==> config.mk <==
export PLATFORM = sky130hd
export DESIGN_NAME = md_ctrl_flat
export DESIGN_NICKNAME = d
export VERILOG_FILES = /design/src/rtl/md_if.sv /design/src/rtl/md_ctrl.sv /design/src/flat_wrapper.sv
export SDC_FILE = /design/constraint.sdc
export NUM_CORES = 1
export LEC_CHECK = 0
export ABC_AREA = 1
export BUFFER_PORTS_ARGS = -buffer_cell sky130_fd_sc_hd__buf_2
export CELL_PAD_IN_SITES_DETAIL_PLACEMENT = 0
export CELL_PAD_IN_SITES_GLOBAL_PLACEMENT = 1
export CORE_ASPECT_RATIO = 2
export CORE_MARGIN = 2
export CORE_UTILIZATION = 43
export CTS_CLUSTER_SIZE = 25
export DETAILED_ROUTE_END_ITERATION = 10
export GPL_ROUTABILITY_DRIVEN = 1
export PLACE_DENSITY = 0.83
export SYNTH_ARGS = -nofsm -noshare
export SYNTH_HDL_FRONTEND = slang
export SYNTH_SLANG_ARGS = --single-unit
==> constraint.sdc <==
create_clock -name clk -period 3.15 [get_ports clk]
set_clock_uncertainty 0.15 [all_clocks]
set_input_delay 0.63 -clock clk [delete_from_list [all_inputs] [get_ports clk]]
set_output_delay 0.63 -clock clk [all_outputs]
set_load 0.03 [all_outputs]
==> src/rtl/md_if.sv <==
// Bundles the execute-stage multiply/divide request, MTHI/MTLO write and result signals.
interface md_if #(parameter int WIDTH = 32);
    logic             start;
    logic [1:0]       op;
    logic [WIDTH-1:0] a;
    logic [WIDTH-1:0] b;
    logic             flush;
    logic             hi_we;
    logic             lo_we;
    logic [WIDTH-1:0] wdata;
    logic             busy;
    logic             done;
    logic             dz;
    logic [WIDTH-1:0] hi;
    logic [WIDTH-1:0] lo;

    modport master (output start, op, a, b, flush, hi_we, lo_we, wdata,
                    input  busy, done, dz, hi, lo);
    modport slave  (input  start, op, a, b, flush, hi_we, lo_we, wdata,
                    output busy, done, dz, hi, lo);
endinterface

==> src/rtl/md_ctrl.sv <==
// Iterative radix-2 multiply/divide unit that owns HI/LO.
// IDLE: wait for start, MTHI/MTLO allowed | CALC: one step per cycle | FIX: sign-correct, write HI/LO
module md_ctrl #(
    parameter int WIDTH = 32
) (
    input logic  clk,
    input logic  reset,
    md_if.slave  bus
);
    localparam int CW = $clog2(WIDTH) + 1;

    typedef enum logic [1:0] {IDLE, CALC, FIX} state_t;

    state_t             state;
    logic               is_div;
    logic               sa;
    logic               sb;
    logic               bz;
    logic [WIDTH-1:0]   a_raw;
    logic [WIDTH-1:0]   opnd;
    logic [2*WIDTH-1:0] acc;
    logic [CW-1:0]      cnt;

    logic               sa_in;
    logic               sb_in;
    logic [WIDTH-1:0]   abs_a;
    logic [WIDTH-1:0]   abs_b;
    logic [WIDTH:0]     add_sum;
    logic [WIDTH:0]     rem_sh;
    logic [WIDTH-1:0]   rem_sub;
    logic               rem_ge;
    logic [2*WIDTH-1:0] prod_fix;
    logic [WIDTH-1:0]   quot_fix;
    logic [WIDTH-1:0]   rem_fix;

    assign sa_in   = ~bus.op[0] & bus.a[WIDTH-1];
    assign sb_in   = ~bus.op[0] & bus.b[WIDTH-1];
    assign abs_a   = sa_in ? -bus.a : bus.a;
    assign abs_b   = sb_in ? -bus.b : bus.b;

    // Multiply keeps the multiplier in acc's low half; divide keeps {rem, quot} in acc.
    assign add_sum = {1'b0, acc[2*WIDTH-1:WIDTH]} + (acc[0] ? {1'b0, opnd} : '0);
    assign rem_sh  = acc[2*WIDTH-1:WIDTH-1];
    assign rem_ge  = rem_sh >= {1'b0, opnd};
    assign rem_sub = rem_sh[WIDTH-1:0] - opnd;

    assign prod_fix = (sa ^ sb) ? -acc : acc;
    assign quot_fix = (sa ^ sb) ? -acc[WIDTH-1:0] : acc[WIDTH-1:0];
    assign rem_fix  = sa ? -acc[2*WIDTH-1:WIDTH] : acc[2*WIDTH-1:WIDTH];

    assign bus.busy = (state != IDLE);

    always_ff @(posedge clk or negedge reset) begin
        if (!reset) begin
            state    <= IDLE;
            is_div   <= 1'b0;
            sa       <= 1'b0;
            sb       <= 1'b0;
            bz       <= 1'b0;
            a_raw    <= '0;
            opnd     <= '0;
            acc      <= '0;
            cnt      <= '0;
            bus.done <= 1'b0;
            bus.dz   <= 1'b0;
            bus.hi   <= '0;
            bus.lo   <= '0;
        end else begin
            bus.done <= 1'b0;
            case (state)
                IDLE: begin
                    if (bus.hi_we) bus.hi <= bus.wdata;
                    if (bus.lo_we) bus.lo <= bus.wdata;
                    if (bus.start && !bus.flush) begin
                        is_div <= bus.op[1];
                        sa     <= sa_in;
                        sb     <= sb_in;
                        bz     <= (bus.b == '0);
                        a_raw  <= bus.a;
                        opnd   <= bus.op[1] ? abs_b : abs_a;
                        acc    <= {{WIDTH{1'b0}}, (bus.op[1] ? abs_a : abs_b)};
                        cnt    <= '0;
                        state  <= CALC;
                    end
                end
                CALC: begin
                    if (bus.flush) begin
                        state <= IDLE;
                    end else begin
                        if (!is_div)
                            acc <= {add_sum, acc[WIDTH-1:1]};
                        else if (rem_ge)
                            acc <= {rem_sub, acc[WIDTH-2:0], 1'b1};
                        else
                            acc <= {rem_sh[WIDTH-1:0], acc[WIDTH-2:0], 1'b0};
                        cnt <= cnt + 1'b1;
                        if (cnt == CW'(WIDTH - 1)) state <= FIX;
                    end
                end
                FIX: begin
                    state <= IDLE;
                    if (!bus.flush) begin
                        bus.done <= 1'b1;
                        if (!is_div) begin
                            bus.hi <= prod_fix[2*WIDTH-1:WIDTH];
                            bus.lo <= prod_fix[WIDTH-1:0];
                            bus.dz <= 1'b0;
                        end else if (bz) begin
                            bus.hi <= a_raw;
                            bus.lo <= '1;
                            bus.dz <= 1'b1;
                        end else begin
                            bus.hi <= rem_fix;
                            bus.lo <= quot_fix;
                            bus.dz <= 1'b0;
                        end
                    end
                end
                default: state <= IDLE;
            endcase
        end
    end
endmodule
==> src/flat_wrapper.sv <==
// flat-port wrapper written by rule: the top's interface ports become plain ports
module md_ctrl_flat 
#(
    parameter int WIDTH = 32
)
  (clk, reset, bus_start, bus_op, bus_a, bus_b, bus_flush, bus_hi_we, bus_lo_we, bus_wdata, bus_busy, bus_done, bus_dz, bus_hi, bus_lo);
  md_if #(.WIDTH(WIDTH)) bus_i ();
  input logic clk;
  input logic reset;
  input wire logic [$bits(bus_i.start)-1:0] bus_start;
  input wire logic [$bits(bus_i.op)-1:0] bus_op;
  input wire logic [$bits(bus_i.a)-1:0] bus_a;
  input wire logic [$bits(bus_i.b)-1:0] bus_b;
  input wire logic [$bits(bus_i.flush)-1:0] bus_flush;
  input wire logic [$bits(bus_i.hi_we)-1:0] bus_hi_we;
  input wire logic [$bits(bus_i.lo_we)-1:0] bus_lo_we;
  input wire logic [$bits(bus_i.wdata)-1:0] bus_wdata;
  output wire logic [$bits(bus_i.busy)-1:0] bus_busy;
  output wire logic [$bits(bus_i.done)-1:0] bus_done;
  output wire logic [$bits(bus_i.dz)-1:0] bus_dz;
  output wire logic [$bits(bus_i.hi)-1:0] bus_hi;
  output wire logic [$bits(bus_i.lo)-1:0] bus_lo;
  assign bus_i.start = bus_start;
  assign bus_i.op = bus_op;
  assign bus_i.a = bus_a;
  assign bus_i.b = bus_b;
  assign bus_i.flush = bus_flush;
  assign bus_i.hi_we = bus_hi_we;
  assign bus_i.lo_we = bus_lo_we;
  assign bus_i.wdata = bus_wdata;
  assign bus_busy = bus_i.busy;
  assign bus_done = bus_i.done;
  assign bus_dz = bus_i.dz;
  assign bus_hi = bus_i.hi;
  assign bus_lo = bus_i.lo;
  md_ctrl #(.WIDTH(WIDTH)) u_core (.clk(clk), .reset(reset), .bus(bus_i));
endmodule
==> summary.txt <==
Clock network
  • # Post-CTS Setup Buffers: 0
  • TritonCTS clock tree: built
  • H-tree lvl count: 1
  • Total CTS buffers: 22
  • Worst-path clk slew: roughly 70 ps
  • # clock sinks: a little over 200
  • Root buffer cell: clkbuf_16
  • Bufs on Longest Clock Path: 3
  • Insertion delay to the later sink of the worst-skew pair: roughly 570 ps

Synthesis
  • Top-count cell post-synth: nand2_1
  • Synth unique cells: 53
  • Post-Syn Nets: about 3700
  • Share of the synthesized area in the top cell type: between 20% and 30%
  • Ys flop type: dfrtp_1
  • Post-synth top area cell: dfrtp_1
  • Yosys synthesis warning count: 0
  • Number of synthesized register bits: 206
  • Post-synthesis average cell area: ~5.8 um^2
  • Mapped Area: slightly above 0.02 mm^2
  • Top post-synthesis cells by count: nand2_1 (1118), nor2_1 (457), inv_1 (414)
  • Synth Instances: 3501
  • Post-synth EDFFs: 0
  • Fraction of registers with async set/reset: 100%
  • Largest cells by area after synthesis: dfrtp_1 (25%), nand2_1 (21%), nor2_1 (8.4%)
  • Sequential fraction of the synthesis area: 25.3%

Power and ir drop
  • Switching share of total power: 56.2%
  • Power Internal: roughly 8.8 mW
  • Sw Pwr: 11.3 mW
  • Clock share of power: 14.4%
  • Gate power share: between 60 and 70%
  • Reg power frac: 20.8%
  • Pleak: roughly 12 nW
  • VDD IR max: ~0.62 mV
  • Total Power: 20.0 mW
  • P per Cell Area: 855 mW/mm^2

Global routing
  • GRT Total Usage: between 40% and 50%
  • First-pass GRT wire length: around 160 mm
  • Number of global-route vias before repair: approximately 25000
  • Largest net degree at the start of global routing: 67
  • Initial antenna violation count: 10
  • Grt ovf: 0

Timing
  • Worst Hold Margin: 153 ps
  • TNS Setup: 0 ps
  • Worst setup margin: 88.5 ps
  • Rel. slew slack: 25.8%
  • Period Utilization, post-route: 97.2%
  • Endpoints failing setup: 0
  • Fmax: between 300 and 400 MHz
  • Crit path time final: a little over 3000 ps
  • Fin. max-slew vios: 0
  • Final hold violations: 0
  • Actual slew at the worst max-slew pin: around 1100 ps

Critical path
  • Critical Path RT: 3510 ps
  • Critical-path top delay cell: dfrtp_1
  • Worst-path cell chain: inv_1, ha_1, nand2_1, nor2_1, nand3_1, nand3_2, nand2_1, nand2_2, nand2_2, nand2_4, buf_4, nand3_1, nand2_1, nand3_1, nand2_1
  • Critical path's most frequent cell: nand2_1
  • Worst path arrival time: around 3400 ps
  • Critical path launch point type: register
  • CP max stage delay: slightly above 600 ps
  • Setup CP Type: reg -> reg
  • CP endpoint kind: register
  • Crit-path max FO: 12

Floorplanning
  • Die height: ~310 um
  • CORE AREA: about 0.047 mm^2
  • FP Rows: between 100 and 150
  • DIE AREA: between 0.04 and 0.05 mm^2
  • Die Wd: ~160 um
  • Initial Utilization: ~44%
  • Ports: around 170

Placement
  • Placer Congestion: 1.05
  • Post-place setup slack: -137 ps
  • PortBufs: 170
  • HPWL after DPL: just under 90 mm
  • Post-Place Cells: ~4300

Finish
  • Post-Layout Cell Count: about 4400
  • Final #Nets: just under 4000
  • Share of layout cells above drive strength 1: ~12%
  • Area grow syn2layout: 15.1%

Detailed routing
  • Avg Vias per Cell: roughly 5.8
  • Post-DR wirelength/cell: ~26 um
  • Vias: approximately 25000
  • DR iter-0 viols: 2481
  • Detail Route Antenna Nets: 0
  • Residual DRC: 0
  • Routed wire length: 112 mm
  • Pre-antenna DRT Iters: 6

Hold path
  • Worst Hold Class: in -> reg

Outcome
  • Run status: finished clean

Job
  • Max Cap Viol: 0
-- final timing paths --
check                                      start  slack [ps]               end  cells past startpoint
max in group asynchronous                  reset        1360   u_core.opnd[24]                      3
worst min register to register  u_core.a_raw[21]         340  u_core.a_raw[21]                      2
worst max-delay path              u_core.opnd[1]          90    u_core.acc[60]                     15
min in group asynchronous                  reset         480    u_core.acc[33]                      2
worst max register to register    u_core.opnd[1]          90    u_core.acc[60]                     15
worst min-delay path                   bus_flush         150   u_core.bus.done                      2
-- area by class of cell --
cell class,count,area [um^2]
Timing Repair Buffer,318,2010
Clock inverter,10,160
Clock buffer,28,603
Sequential cell,206,5160
Fill cell,5086,23200
Antenna cell,6,15.0
Inverter,423,1600
Multi-Input combinational cell,2743,13100
Tap cell,627,785
-- logic make-up (layout without fill, tap and decap cells) --
logic type,Yosys count,count (layout),synth area share [%]
other,0,6,0
buffers and inverters,552,779,10.6
adder cells (fa/ha/maj),71,71,4.44
AO/OA/AOI/OAI,601,601,16.0
XOR/XNOR,71,71,3.06
AND/OR/NAND/NOR,2000,2000,40.5
flip-flops,206,206,25.3
-- metrics by stage --
stage | cell area [um^2] | util, %
after floorplan | 20300 | -
after global placement | 22600 | 48.4
after detailed placement | 22600 | 48.4
after CTS | 23300 | 50.0
after global routing | 23400 | 50.2
final | 23400 | 50.2
-- sequential cells by signal (all words and copies together) (netlist names) --
signal	count
u_core.sb	1
u_core.is_div	1
u_core.bus.hi	32
u_core.state	2
u_core.bus.done	1
u_core.acc	64
u_core.opnd	32
u_core.bus.lo	32
u_core.bz	1
u_core.sa	1
u_core.cnt	6
u_core.a_raw	32
u_core.bus.dz	1
-- per-layer routing --
metal / GRT usage [%] / vias to the layer above / share of wire, %
li1: - / 11700 / -
met4: 49.7 / 12 / 14
met3: 12.3 / 572 / 8.4
met2: 73.6 / 1396 / 47
met1: 41.8 / 11700 / 31
met5: 0 / - / 0.072
-- critical path, delay by kind of cell (launching register included) --
family | cells | cell delay, ps
adder cells (fa/ha/maj) | 1 | 380
buffers and inverters | 2 | 480
flip-flops | 1 | 620
AND/OR/NAND/NOR | 12 | 1350
-- power groups by stage --
stage               Sequential [mW]  Combinational [mW]  Clock [mW]
floorplan                      4.13                7.53           0
global placement               4.12                12.5           0
detailed placement             4.14                12.5           0
CTS                            4.09                12.5        2.90
global route                   4.17                13.9        2.98
finish                         4.17                13.0        2.89
-- cells in the final DEF (no fill, tap or decap), types with 9 or more instances in the layout --
cell,instances
nand2_1,1116
nor2_1,452
inv_1,411
nand3_1,287
a21oi_1,253
o21ai_0,228
dfrtp_1,202
buf_2,169
buf_4,143
ha_1,66
xor2_1,63
nand4_1,35
nor3_1,31
o211ai_1,22
clkbuf_16,22
nand3b_1,20
nor2_2,19
o21ai_1,19
a31oi_1,17
nand2_2,12
o221ai_1,12
inv_2,9
o21bai_1,9
-- what timing repair did --
item,CTS,global route
hold buffers,1,0
resized for setup,3,17
endpoints found under the setup margin,1,22
hold endpoints to repair,60,0
pin swaps,0,0
No activity file was read; power rests on OpenSTA's default activity.
